File: config.mk
export PLATFORM = sky130hd
export DESIGN_NAME = io_cfg_loader_flat
export DESIGN_NICKNAME = d
export VERILOG_FILES = /design/src/rtl/io_cfg_loader_if.sv /design/src/rtl/io_cfg_loader.sv /design/src/flat_wrapper.sv
export SDC_FILE = /design/constraint.sdc
export NUM_CORES = 1
export LEC_CHECK = 0
export CAP_MARGIN = 20
export CORE_MARGIN = 2
export CORE_UTILIZATION = 45
export DETAILED_ROUTE_END_ITERATION = 8
export PLACE_DENSITY = 0.71
export RECOVER_POWER = 50
export SYNTH_ARGS = -nofsm -noshare
export SYNTH_HDL_FRONTEND = slang
export SYNTH_SLANG_ARGS = --single-unit
File: constraint.sdc
create_clock -name IOCLK -period 10 [get_ports IOCLK]
set_clock_uncertainty 0.1 [all_clocks]
set_input_delay 1 -clock IOCLK [delete_from_list [all_inputs] [get_ports IOCLK]]
set_output_delay 1 -clock IOCLK [all_outputs]
set_load 0.005 [all_outputs]
File: src/rtl/io_cfg_loader_if.sv
// Configuration-port bundle for io_cfg_loader: serial config stream in,
// committed per-pin I/O block settings and status pulses out.
interface io_cfg_loader_if #(
   parameter int N_IOB = 36
);
   logic                 CFG_DIN;
   logic                 CFG_VALID;
   logic                 CFG_ABORT;
   logic [2*N_IOB-1:0]   TSMUX_OUT;
   logic [N_IOB-1:0]     DORREG_OUT;
   logic                 BUSY;
   logic                 CFG_DONE;
   logic                 CFG_ERR;

   // Configuration port side: drives the serial stream, observes the I/O ring settings.
   modport master (
      output CFG_DIN, CFG_VALID, CFG_ABORT,
      input  TSMUX_OUT, DORREG_OUT, BUSY, CFG_DONE, CFG_ERR
   );

   // Loader side.
   modport slave (
      input  CFG_DIN, CFG_VALID, CFG_ABORT,
      output TSMUX_OUT, DORREG_OUT, BUSY, CFG_DONE, CFG_ERR
   );
endinterface

File: src/rtl/io_cfg_loader.sv
// Serial configuration loader for a bank of I/O blocks. Hunts the bit stream
// for a sync byte, shifts one frame of per-pin settings into a shadow, checks
// a ones-count checksum and atomically commits the shadow to the I/O ring.
module io_cfg_loader #(
   parameter int          N_IOB = 36,
   parameter logic [7:0]  SYNC  = 8'hA5
) (
   input  logic          IOCLK,
   input  logic          RST,
   io_cfg_loader_if.slave bus
);

   localparam int                PL_BITS  = 3 * N_IOB;
   localparam int                CNT_W    = $clog2(PL_BITS);
   localparam logic [CNT_W-1:0]  LAST_CNT = CNT_W'(PL_BITS - 1);

   typedef enum logic [1:0] {
      HUNT    = 2'd0,
      PAYLOAD = 2'd1,
      CHECK   = 2'd2
   } state_t;

   state_t               state_q,   state_d;
   logic [7:0]           sync_q,    sync_d;
   logic [CNT_W-1:0]     bit_cnt_q, bit_cnt_d;
   logic [7:0]           ones_q,    ones_d;
   logic [PL_BITS-1:0]   shadow_q,  shadow_d;
   logic [2:0]           chk_cnt_q, chk_cnt_d;
   logic [7:0]           rx_chk_q,  rx_chk_d;
   logic [2*N_IOB-1:0]   tsmux_q,   tsmux_d;
   logic [N_IOB-1:0]     dorreg_q,  dorreg_d;
   logic                 busy_q,    busy_d;
   logic                 done_q,    done_d;
   logic                 err_q,     err_d;

   logic [7:0]           sync_shift;
   logic [7:0]           chk_shift;
   logic [2*N_IOB-1:0]   commit_ts;
   logic [N_IOB-1:0]     commit_dr;

   assign sync_shift = {sync_q[6:0],   bus.CFG_DIN};
   assign chk_shift  = {rx_chk_q[6:0], bus.CFG_DIN};

   // Shadow is filled in stream order (TS[1], TS[0], DORREG per block); remap to output layout.
   always_comb begin
      commit_ts = '0;
      commit_dr = '0;
      for (int i = 0; i < N_IOB; i++) begin
         commit_ts[2*i+1] = shadow_q[3*i];
         commit_ts[2*i]   = shadow_q[3*i+1];
         commit_dr[i]     = shadow_q[3*i+2];
      end
   end

   // Next-state logic: everything advances only on valid bits, abort wins over valid.
   always_comb begin
      state_d   = state_q;
      sync_d    = sync_q;
      bit_cnt_d = bit_cnt_q;
      ones_d    = ones_q;
      shadow_d  = shadow_q;
      chk_cnt_d = chk_cnt_q;
      rx_chk_d  = rx_chk_q;
      tsmux_d   = tsmux_q;
      dorreg_d  = dorreg_q;
      done_d    = 1'b0;
      err_d     = 1'b0;

      if (bus.CFG_ABORT) begin
         state_d  = HUNT;
         sync_d   = '0;
         shadow_d = '0;
      end else if (bus.CFG_VALID) begin
         case (state_q)
            HUNT: begin
               sync_d = sync_shift;
               if (sync_shift == SYNC) begin
                  state_d   = PAYLOAD;
                  bit_cnt_d = '0;
                  ones_d    = '0;
                  shadow_d  = '0;
               end
            end
            PAYLOAD: begin
               shadow_d[bit_cnt_q] = bus.CFG_DIN;
               ones_d              = ones_q + {7'd0, bus.CFG_DIN};
               if (bit_cnt_q == LAST_CNT) begin
                  state_d   = CHECK;
                  chk_cnt_d = '0;
               end else begin
                  bit_cnt_d = bit_cnt_q + 1'b1;
               end
            end
            CHECK: begin
               rx_chk_d  = chk_shift;
               chk_cnt_d = chk_cnt_q + 3'd1;
               if (chk_cnt_q == 3'd7) begin
                  // The ones counter wraps modulo 256, so compare the raw byte.
                  if (chk_shift == ones_q) begin
                     tsmux_d  = commit_ts;
                     dorreg_d = commit_dr;
                     done_d   = 1'b1;
                  end else begin
                     err_d    = 1'b1;
                  end
                  state_d = HUNT;
                  sync_d  = '0;
               end
            end
            default: begin
               state_d = HUNT;
               sync_d  = '0;
            end
         endcase
      end

      busy_d = (state_d != HUNT);
   end

   // State and output registers; reset returns the I/O ring to high-Z, direct input.
   always_ff @(posedge IOCLK or posedge RST) begin
      if (RST) begin
         state_q   <= HUNT;
         sync_q    <= '0;
         bit_cnt_q <= '0;
         ones_q    <= '0;
         shadow_q  <= '0;
         chk_cnt_q <= '0;
         rx_chk_q  <= '0;
         tsmux_q   <= '0;
         dorreg_q  <= '0;
         busy_q    <= 1'b0;
         done_q    <= 1'b0;
         err_q     <= 1'b0;
      end else begin
         state_q   <= state_d;
         sync_q    <= sync_d;
         bit_cnt_q <= bit_cnt_d;
         ones_q    <= ones_d;
         shadow_q  <= shadow_d;
         chk_cnt_q <= chk_cnt_d;
         rx_chk_q  <= rx_chk_d;
         tsmux_q   <= tsmux_d;
         dorreg_q  <= dorreg_d;
         busy_q    <= busy_d;
         done_q    <= done_d;
         err_q     <= err_d;
      end
   end

   assign bus.TSMUX_OUT  = tsmux_q;
   assign bus.DORREG_OUT = dorreg_q;
   assign bus.BUSY       = busy_q;
   assign bus.CFG_DONE   = done_q;
   assign bus.CFG_ERR    = err_q;

endmodule

File: src/flat_wrapper.sv
// flat-port wrapper written by rule: the top's interface ports become plain ports
module io_cfg_loader_flat 
#(
   parameter int          N_IOB = 36,
   parameter logic [7:0]  SYNC  = 8'hA5
)
  (IOCLK, RST, bus_CFG_DIN, bus_CFG_VALID, bus_CFG_ABORT, bus_TSMUX_OUT, bus_DORREG_OUT, bus_BUSY, bus_CFG_DONE, bus_CFG_ERR);
  io_cfg_loader_if #(.N_IOB(N_IOB)) bus_i ();
  input  logic IOCLK;
  input  logic RST;
  input wire logic [$bits(bus_i.CFG_DIN)-1:0] bus_CFG_DIN;
  input wire logic [$bits(bus_i.CFG_VALID)-1:0] bus_CFG_VALID;
  input wire logic [$bits(bus_i.CFG_ABORT)-1:0] bus_CFG_ABORT;
  output wire logic [$bits(bus_i.TSMUX_OUT)-1:0] bus_TSMUX_OUT;
  output wire logic [$bits(bus_i.DORREG_OUT)-1:0] bus_DORREG_OUT;
  output wire logic [$bits(bus_i.BUSY)-1:0] bus_BUSY;
  output wire logic [$bits(bus_i.CFG_DONE)-1:0] bus_CFG_DONE;
  output wire logic [$bits(bus_i.CFG_ERR)-1:0] bus_CFG_ERR;
  assign bus_i.CFG_DIN = bus_CFG_DIN;
  assign bus_i.CFG_VALID = bus_CFG_VALID;
  assign bus_i.CFG_ABORT = bus_CFG_ABORT;
  assign bus_TSMUX_OUT = bus_i.TSMUX_OUT;
  assign bus_DORREG_OUT = bus_i.DORREG_OUT;
  assign bus_BUSY = bus_i.BUSY;
  assign bus_CFG_DONE = bus_i.CFG_DONE;
  assign bus_CFG_ERR = bus_i.CFG_ERR;
  io_cfg_loader #(.N_IOB(N_IOB), .SYNC(SYNC)) u_core (.IOCLK(IOCLK), .RST(RST), .bus(bus_i));
endmodule
* Yosys cells after proc, flatten, opt, wreduce, memory -nomap -nowiden
Index checks and enable logic that the tools add are counted.
W data, S select, Z words.
** Word-level totals
- RAM bits :: 0
- Output and inout port bits :: 111
- Register bits after elaboration :: 253
- Memory bits (read-only) :: 0
- Word-level logic and storage cells :: 78
- Bits in latches :: 0
- Memories kept :: 0
** Operators by class
- Divide/modulo/power cells :: 0
- Equality and inequality tests :: 12
- Add/subtract/negate cells :: 3
- Reduce and logical (&&, ||, !) cells :: 14
- Order comparisons :: 2
- Shift operators :: 0
- $mul :: 0
- Multiplexer cells :: 34
- Bitwise logic cells :: 1
** Operators by type and width (number)
- $mux W108 :: 3
- $pmux W108 S2 :: 1
- $bwmux W108 :: 1
- $mux W7 :: 5
- $pmux W7 S3 :: 1
- $pmux W8 S2 :: 1
- $pmux W7 S2 :: 1
- $mux W1 :: 11
- $mux W2 :: 5
- $reduce_and A5 Y1 :: 2
- $reduce_and A3 Y1 :: 3
- $add A8 B1 Y8 :: 1
- $eq A8 B8 Y1 :: 1
- $eq A8 B8 Y1 const B :: 1
- $lt A7 B8 Y1 const B :: 1
- $mux W8 :: 1
- $reduce_and A4 Y1 :: 2
- $reduce_bool A2 Y1 :: 4
- $add A7 B1 Y7 const B :: 1
- $demux W1 S7 :: 1
- $eq A7 B7 Y1 const B :: 1
- $ge A7 B1 Y1 const B :: 1
- $ne A3 B2 Y1 const B :: 2
- $pmux W2 S3 :: 1
- 12 further kinds :: 14

* Longest topological paths before layout
Gate-level depths: netlist of run 1.
- Word-level depth :: 8
- Depth in mapped cells :: 8
- Depth with buffers taken out :: 6

* Worst setup path before layout of run 1
No wires, ideal clock.
- Kind :: input-to-reg
- Start :: input port bus_CFG_DIN
- End :: register u_core.dorreg_q[24] (netlist: u_core.bus.DORREG_OUT[24])
- Cell stages on the path :: 7
- Setup time :: 0.125 ns
- Data required time :: 9.775 ns
- Buffers on the path :: 3
- Setup slack :: 7.312 ns
- Arrival :: 2.463 ns
- Cells stage by stage :: ha_1 > nor4_1 > nand4b_1 > buf_2 > buf_6 > buf_6 > mux2_4
** Between the ends
- Word-level cells in the longest chain between the ends :: 2
** Ends and longest elaborated chain
- from (decl) :: RTL line flat_wrapper.sv:11 : input wire logic [$bits(bus_i.CFG_DIN)-1:0] bus_CFG_DIN;
- $eq A8 B8 Y1 :: RTL line io_cfg_loader.sv:99 : if (chk_shift == ones_q) begin
- $reduce_and A5 Y1 (no line)
- to (signal assigned) :: RTL line io_cfg_loader.sv:144 : dorreg_q <= dorreg_d;
- to (decl) :: RTL line io_cfg_loader.sv:31 : logic [N_IOB-1:0] dorreg_q, dorreg_d;
Every way passes these cells.
A chain may end at the register's enable or synchronous reset.

* Worst setup path after layout of run 1
- Start :: input port bus_CFG_VALID
- End :: register u_core.tsmux_q[11] (netlist: u_core.bus.TSMUX_OUT[11])
** Between the ends
- Word-level cells in the longest chain between the ends :: 1
** Ends and longest elaborated chain
- from (decl) :: RTL line flat_wrapper.sv:12 : input wire logic [$bits(bus_i.CFG_VALID)-1:0] bus_CFG_VALID;
- $reduce_and A5 Y1 (no line)
- to (signal assigned) :: RTL line io_cfg_loader.sv:143 : tsmux_q <= tsmux_d;
- to (decl) :: RTL line io_cfg_loader.sv:30 : logic [2*N_IOB-1:0] tsmux_q, tsmux_d;
Every way passes these cells.

==> impl_metrics.ini, run 1 <==
[job]
maxCapViolCount = 3

[global_routing]
grt_pass1_wl_um = 46300
antenna_found_initial = 0
grt_max_degree = 113
grt_usage = 0.217
grt_overflow_total = 0
grt_pass1_vias = 8146

[clocking]
cts.sinks = 253
post_cts_buffers = 0
ctsRootBufferMaster = clkbuf_16
clock_latency_ns = 0.53
cts_tree = yes
clkTransAtPathRegs_ns = 0.06
htree_levels = 1
clock_path_buffers = 3
cts_resized = 0
hold_buffers = 0
numCtsBuffers = 27

[sta]
fin_tns_setup_ns = 0
fmax_mhz = 189
whs_ns = 0.372
rsz0062_at_grt = no
final_max_slew_viol_count = 177
max-slew-margin-rel = -1.82
worst-slew-pin-transition_ns = 4.21
hold_viol_final = 0
fin_crit_sh = 0.529
setup_viol = 0
min_period_ns = 5.29

[place]
place.gp.congestion = 0.826
placed_area_um2 = 12700
portBuffers = 115
place_hpwl_um = 17100

[floorplanning]
ios = 116
initial_core_util = 0.458
core_area_um2 = 25100
die_h_um = 164
rows = 58
die_area_um2 = 26800
die_w_um = 164

[detailed_routing]
drt-vias-per-instance = 6.15
avgRoutedWirePerCell_um = 21.0
drc = 0
drt_wl_total_um = 29200
first_pass_iters = 5
num_vias = 8566
ant_nets = 0
detail_route.iter0.violations = 990

[finish]
final_cell_area_um2 = 13700
antenna_cells = 0
syn2layout_area_growth_pct = 19.0
nFillCells = 2148
multi_input_area_um2 = 4730
final_common_cell = dfrtp_1
mostFrequentLayoutCells = 253 x dfrtp_1, 118 x o21ai_0, 112 x dlygate4sd3_1
finalNetCount = 1053
drive_gt1_frac = 0.183
final-seq-area_um2 = 6330

[critical_path]
end_kind = flop
crit_slowest_cell = clkbuf_1
cp.required_ns = 10.31
path_cells = clkbuf_1 > and4bb_1 > nand2_1 > nand4b_1 > clkbuf_1 > buf_4 > mux2_2
critPathKind = primary input to flop
critPathMaxFanout = 81
crit_family = buffers and inverters
cp_common_cell = clkbuf_1
cp-start-kind = primary input
crit_path_max_incr_delay_ns = 1.26
crit_arrival_ns = 5.60
critPathBufInv = 3

[worst_hold_path]
hp-class = flop to flop

[synthesis]
synth_area_leaders = dfrtp_1 55%, mux2_2 10%, a22o_1 8.2%
yosysTopAreaCellShare = 0.551
synthArstFlopShare = 1.00
synth_seq_cells = 253
syn_area_per_cell_um2 = 11.7
yosysSeqAreaShare = 0.551
synth_top_area_cell = dfrtp_1
yosys_warnings = 0
ys.flop_type = dfrtp_1
syn-cell-area_um2 = 11500
synthCells = 986
synthesis.nets = 996
ys_types = 49
synth_edf_count = 0

[power_and_ir_drop]
powerDensity_nw_per_um2 = 154
peakVddDrop_v = 0.000106
leakage_nw = 6.53

[outcome]
violations = capacitance limit, slew limit
status = complete, but fails checks
-- registers in the layout, indices dropped and copies added, names as in the netlist --
| signal | cells |
|---|---|
| u_core.shadow_q | 108 |
| u_core.bus.TSMUX_OUT | 72 |
| u_core.bus.DORREG_OUT | 36 |
| u_core.ones_q | 8 |
| u_core.bit_cnt_q | 7 |
| u_core.rx_chk_q | 7 |
| u_core.sync_q | 7 |
| u_core.chk_cnt_q | 3 |
| u_core.state_q | 2 |
| u_core.bus.BUSY | 1 |
| u_core.bus.CFG_DONE | 1 |
| u_core.bus.CFG_ERR | 1 |
-- worst register-to-register path: stages (launching register included) --
cell and delay (ns):
dfrtp_1 0.70, and4bb_1 0.43, nand2_1 0.16, nand4b_1 0.12, clkbuf_1 1.26, buf_4 1.01, mux2_2 0.49
-- final timing paths --
kind / startpoint / to / slack (ns) / cells past startpoint
setup / recovery: bus_CFG_VALID / u_core.bus.TSMUX_OUT[11] / 4.71 / 7
hold / removal: u_core.sync_q[6] / u_core.sync_q[6] / 0.37 / 2
setup reg to reg: u_core.state_q[0] / u_core.bus.TSMUX_OUT[11] / 5.62 / 6
hold reg to reg: u_core.sync_q[6] / u_core.sync_q[6] / 0.37 / 2
max in group asynchronous: RST / u_core.shadow_q[56] / 5.35 / 3
min in group asynchronous: RST / u_core.bus.CFG_DONE / 2.09 / 2
-- through the flow --
step	setup slack (ns)	util	instances	power (mW)
finish	4.71	0.545	1392	2.11
global route	4.34	0.545	1392	2.17
CTS	6.44	0.544	1390	2.12
detailed placement	6.00	0.507	1342	1.10
global placement	6.06	0.507	1341	1.10
floorplan	1.94	-	986	1.09
-- logic make-up after synthesis --
kind of cell	after synthesis	share of synthesized area
buffers and inverters	105	0.0396
muxes	125	0.124
adders and majority gates	5	0.00544
AOI/OAI and AO/OA	356	0.206
xor gates and xnor gates	7	0.00533
DFF	253	0.551
and+or+nand+nor	135	0.0688
-- cell usage after synthesis, types with 5 or more instances --
cell,count
ha_1,5
a31oi_1,108
dfrtp_1,253
nand4b_1,5
nor3_1,5
nand3b_1,6
or3b_2,5
mux2_4,9
xor2_1,7
nor2_1,21
mux2_2,107
nand4bb_1,6
nand3_1,9
buf_2,31
clkbuf_1,65
mux2i_1,9
nand2b_1,15
a21oi_1,6
o21ai_0,118
nand2_1,37
a22o_1,107
-- power by group --
part	switching (mW)	leakage [nW]	internal [mW]	total, mW
Combinational	0.0422	2.56	0.0129	0.0551
Sequential	0.000831	3.52	1.02	1.03
Clock	0.411	0.448	0.615	1.03
-- area by class of cell --
type,count,area share
Multi-Input combinational cell,628,0.346
Sequential cell,253,0.463
Tap cell,330,0.0302
Clock buffer,34,0.0557
Inverter,4,0.00119
Timing Repair Buffer,129,0.0930
Clock inverter,14,0.0116
-- layer usage --
layer,GRT usage,wire length [µm],vias up
met5,0,0,-
met4,0.0646,720,0
met3,0.0376,1820,54
met2,0.341,13400,330
met1,0.310,13300,4343
li1,-,-,3839
(Power assumes the default switching activity.)
==> run 2: changes to the inputs <==
PLACE_DENSITY = 0.74   (was 0.71)
clock period = 4.5 ns   (was 10 ns; I/O delays follow)
==> run 2 against run 1 <==
Compared with the run above: the flow still finishes with violations (capacitance limit, slew limit); via count is 0.96% higher; critical path depth is 4 lower; wire length is 0.38% higher; global-route usage is 0.15 points higher; design area hardly changed; utilization hardly changed; sequential share of layout area hardly changed; flip-flop and latch count stayed put; largest power group unchanged; clock-buffer cell count is 2 higher.
==> impl_metrics.ini, run 2 (synthesis gave the netlist of run 1 again) <==
[sta]
rsz0062_at_grt = no
setup_viol = 0
final_max_slew_viol_count = 256
fin_tns_setup_ns = 0
fmax_mhz = 312
finalWorstSetupSlack_ns = 1.29
hold_viol_final = 0
whs_ns = 0.369
fin_crit_sh = 0.712
min_period_ns = 3.21
max-slew-margin-rel = -0.836
worst-slew-pin-transition_ns = 2.75

[floorplanning]
ios = 116
die_h_um = 164
rows = 58
initial_core_util = 0.458
die_area_um2 = 26800
die_w_um = 164
core_area_um2 = 25100

[detailed_routing]
avgRoutedWirePerCell_um = 21.0
drt-vias-per-instance = 6.19
num_vias = 8648
drt_wl_total_um = 29300
ant_nets = 0
detail_route.iter0.violations = 969
drc = 0
first_pass_iters = 5

[place]
place_ws_ns = 1.54
portBuffers = 115
place.gp.congestion = 0.793
dp.cells = 1351
place_hpwl_um = 17800

[critical_path]
crit_slowest_cell = clkbuf_2
cp.required_ns = 4.44
critPathMaxFanout = 112
path_cells = dlygate4sd3_1 > clkinvlp_2 > clkbuf_2
crit_family = buffers and inverters
crit_path_max_incr_delay_ns = 1.89
r2r_slack_ns = 1.49
cp-start-kind = primary input
end_kind = async pin
critPathBufInv = 3
crit_start = RST
crit_arrival_ns = 3.14
critPathKind = primary input to async pin
r2r-start = u_core.state_q[0]

[power_and_ir_drop]
leakage_nw = 6.33
powerDensity_nw_per_um2 = 336
total_power_mw = 4.60
peakVddDrop_v = 0.000256

[clocking]
post_cts_buffers = 0
hold_buffers = 0
cts.sinks = 253
clock_path_buffers = 3
ctsRootBufferMaster = clkbuf_16
htree_levels = 1
numCtsBuffers = 27
cts_resized = 0
cts_tree = yes
clock_latency_ns = 0.53
clkTransAtPathRegs_ns = 0.06

[finish]
largest_reg_flops = 108
final_common_cell = dfrtp_1
mostFrequentLayoutCells = 253 x dfrtp_1, 118 x o21ai_0, 108 x a31oi_1
stdcell_count = 1396
drive_gt1_frac = 0.185
nFillCells = 2129
largest-register = u_core.shadow_q
finalNetCount = 1060
antenna_cells = 0
syn2layout_area_growth_pct = 19.0

[global_routing]
grt_pass1_wl_um = 46600
grt_pass1_vias = 8227
grt_max_degree = 113
antenna_found_initial = 0
grt_overflow_total = 0
grt_usage = 0.219

[job]
maxCapViolCount = 3

[outcome]
status = complete, but fails checks
violations = capacitance limit, slew limit

[worst_hold_path]
worstHoldStart = bus_CFG_VALID
hp-class = primary input to flop
run 2: cell count changes in the layout (fill, tap and decap cells not counted), moves of 2 or more:
cell / change
nor2_1: +2
clkbuf_2: +2
clkinvlp_4: -3
buf_4: +8
clkdlybuf4s50_1: +64
dlygate4sd3_1: -64
nor2_2: -2
run 2: per-layer routing:
layer	wire length (µm)	GRT usage
met5	0	0
met2	13300	0.336
met3	2020	0.0336
met1	13000	0.317
met4	977	0.0754
run 2: final cells by class:
cell class / count / area (µm²) / area share
Clock buffer: 36 / 779 / 0.0570
Clock inverter: 9 / 97.6 / 0.00713
Inverter: 4 / 16.3 / 0.00119
Multi-Input combinational cell: 628 / 4720 / 0.345
Sequential cell: 253 / 6330 / 0.463
Tap cell: 330 / 413 / 0.0302
Timing Repair Buffer: 136 / 1320 / 0.0965
run 2: stage by stage:
step | area (µm²) | utilization
2_1_floorplan | 11500 | -
3_3_place_gp | 12800 | 0.511
3_5_place_dp | 12800 | 0.511
4_1_cts | 13700 | 0.546
5_1_grt | 13700 | 0.545
6_report | 13700 | 0.545
run 2: worst reg2reg max path, stage by stage, from the launching register on:
cell     delay [ns]
dfrtp_1        0.70
and2b_2        0.65
a31o_4         0.62
buf_4          0.42
a31oi_1        0.17
a22o_1         0.23
run 2: where the power goes:
| group | internal (mW) | switching, mW |
|---|---|---|
| Combinational | 0.0250 | 0.0927 |
| Clock | 1.32 | 0.889 |
| Sequential | 2.28 | 0.00181 |
run 2: path summary, 6_finish.rpt:
kind / end / cells after the start
max: u_core.ones_q[3] / 3
max reg2reg: u_core.shadow_q[33] / 5
min in group asynchronous: u_core.bus.DORREG_OUT[24] / 3
max in group IOCLK: u_core.shadow_q[33] / 5
min reg2reg: u_core.sync_q[6] / 2
min: u_core.state_q[1] / 3
==> run 3: changes to the inputs <==
clock period = 2.7 ns   (was 4.5 ns; I/O delays follow)
==> run 3 against run 2 <==
Compared with the run above: the run now ends clean; utilization increased by 1.1 points; sequential power increased by 67%; first-iteration DRC count decreased by 17%; largest cell class unchanged; highest routed layer unchanged.
==> impl_metrics.ini, run 3 (synthesis gave the netlist of run 1 again) <==
[outcome]
status = finished clean

[critical_path]
r2r_slack_ns = 0.35
crit_path_max_incr_delay_ns = 0.41
critPathKind = flop to flop
reg2reg_to = u_core.bus.TSMUX_OUT[63]
cp.required_ns = 3.00
critPathMaxFanout = 99
crit_slowest_cell = mux2_2
crit_family = simple AND/OR/NAND/NOR gates
cp-start-kind = flop
crit_arrival_ns = 2.65
path_cells = ha_1 > nor4_1 > nand4b_1 > buf_12 > mux2_2
r2r-start = u_core.ones_q[0]
end_kind = flop
ff2ff_path_depth = 5
critPathBufInv = 1

[global_routing]
grt_pass1_wl_um = 46800
grt_overflow_total = 0
antenna_found_initial = 0
grt_pass1_vias = 8494
grt_usage = 0.219
grt_max_degree = 100

[power_and_ir_drop]
peakVddDrop_v = 0.000355
powerDensity_nw_per_um2 = 561
leakage_nw = 6.48
total_power_mw = 7.84

[job]
maxCapViolCount = 0

[sta]
hold_viol_final = 0
finalWorstSetupSlack_ns = 0.347
setup_viol = 0
max-slew-margin-rel = 0.190
fin_crit_sh = 0.871
min_period_ns = 2.35
worst-slew-pin-transition_ns = 1.22
fmax_mhz = 425
rsz0062_at_grt = no
final_max_slew_viol_count = 0

[worst_hold_path]
hold_depth = 4
worstHoldStart = bus_CFG_ABORT
hp-class = primary input to flop
min_to = u_core.bus.CFG_ERR

[clocking]
numCtsBuffers = 27
cts.sinks = 253
cts_tree = yes
clock_latency_ns = 0.53
clock_path_buffers = 3
ctsRootBufferMaster = clkbuf_16
clkTransAtPathRegs_ns = 0.06
htree_levels = 1

[finish]
final_cell_area_um2 = 14000
largest_reg_flops = 108
mostFrequentLayoutCells = 253 x dfrtp_1, 118 x o21ai_0, 108 x a31oi_1
antenna_cells = 0
largest-register = u_core.shadow_q
syn2layout_area_growth_pct = 21.5
nFillCells = 2114
finalNetCount = 1087
drive_gt1_frac = 0.206
final_common_cell = dfrtp_1

[detailed_routing]
drt-vias-per-instance = 6.09
num_vias = 8699
avgRoutedWirePerCell_um = 20.5
ant_nets = 0
drt_wl_total_um = 29200
drc = 0
detail_route.iter0.violations = 805
first_pass_iters = 5

[floorplanning]
ios = 116
core_area_um2 = 25100
die_w_um = 164
die_area_um2 = 26800
initial_core_util = 0.458
die_h_um = 164
rows = 58

[place]
placed_area_um2 = 13000
place.gp.congestion = 0.846
place_hpwl_um = 18400
place_ws_ns = 0.0925
portBuffers = 115
[run 3: cell count changes in the layout (fill, tap and decap cells not counted), sizes merged, moves of 2 or more]
cell / delta
clkinvlp: +2
bufinv: +2
clkbuf: -2
buf: +26
inv: +2
[run 3: final cells by class]
class / instances / area (µm²) / area share
multi-input combinational: 628 / 4720 / 0.338
clock buffer: 34 / 732 / 0.0524
tap: 330 / 413 / 0.0296
inverter: 4 / 16.3 / 0.00116
timing repair buffer: 163 / 1550 / 0.111
clock inverter: 16 / 199 / 0.0142
sequential: 253 / 6330 / 0.453
[run 3: repair_timing]
action / in CTS / in global routing
hold buffers: 1 / 0
setup buffers: 0 / 0
hold endpoints to repair: 1 / 0
gates resized for setup: 0 / 0
[run 3: stage by stage]
stage / TNS, ns / instances / utilization / hold WS, ns
final: 0 / 1428 / 0.556 / 0.206
after global routing: 0 / 1428 / 0.556 / 0.216
after CTS: 0 / 1428 / 0.557 / 0.179
after detailed placement: 0 / 1377 / 0.519 / 0.385
after global placement: 0 / 1377 / 0.519 / 0.360
after floorplan: -252.91 / 986 / - / 0.306
[run 3: worst register-to-register path, stage by stage (launching register included)]
cell and delay, ns:
dfrtp_1 0.39, ha_1 0.31, nor4_1 0.38, nand4b_1 0.23, buf_12 0.24, mux2_2 0.59
[run 3: report_power, final]
group / switching (mW) / internal (mW)
Clock: 1.52 / 2.31
Combinational: 0.158 / 0.0505
Sequential: 0.00296 / 3.79
[run 3: worst max path at each step]
stage               cells past startpoint                 from  slack [ns]                         to
global route                            4                  RST        0.16        u_core.bit_cnt_q[1]
global placement                        6          bus_CFG_DIN        0.12  u_core.bus.DORREG_OUT[31]
finish                                  5     u_core.ones_q[0]        0.35   u_core.bus.TSMUX_OUT[63]
CTS                                     5  u_core.bit_cnt_q[4]        0.43         u_core.shadow_q[3]
floorplan                               1                  RST        -1.0        u_core.bit_cnt_q[0]
detailed placement                      6          bus_CFG_DIN        0.09  u_core.bus.DORREG_OUT[31]
[run 3: layer usage]
layer  share of wire  wire length [µm]  up-vias  global-route usage
met5               0                 0        -                   0
met4           0.026               757        0              0.0750
met3           0.076              2230       64              0.0432
met2            0.47             13700      390               0.351
met1            0.43             12500     4338               0.300
li1                -                 -     3907                   -
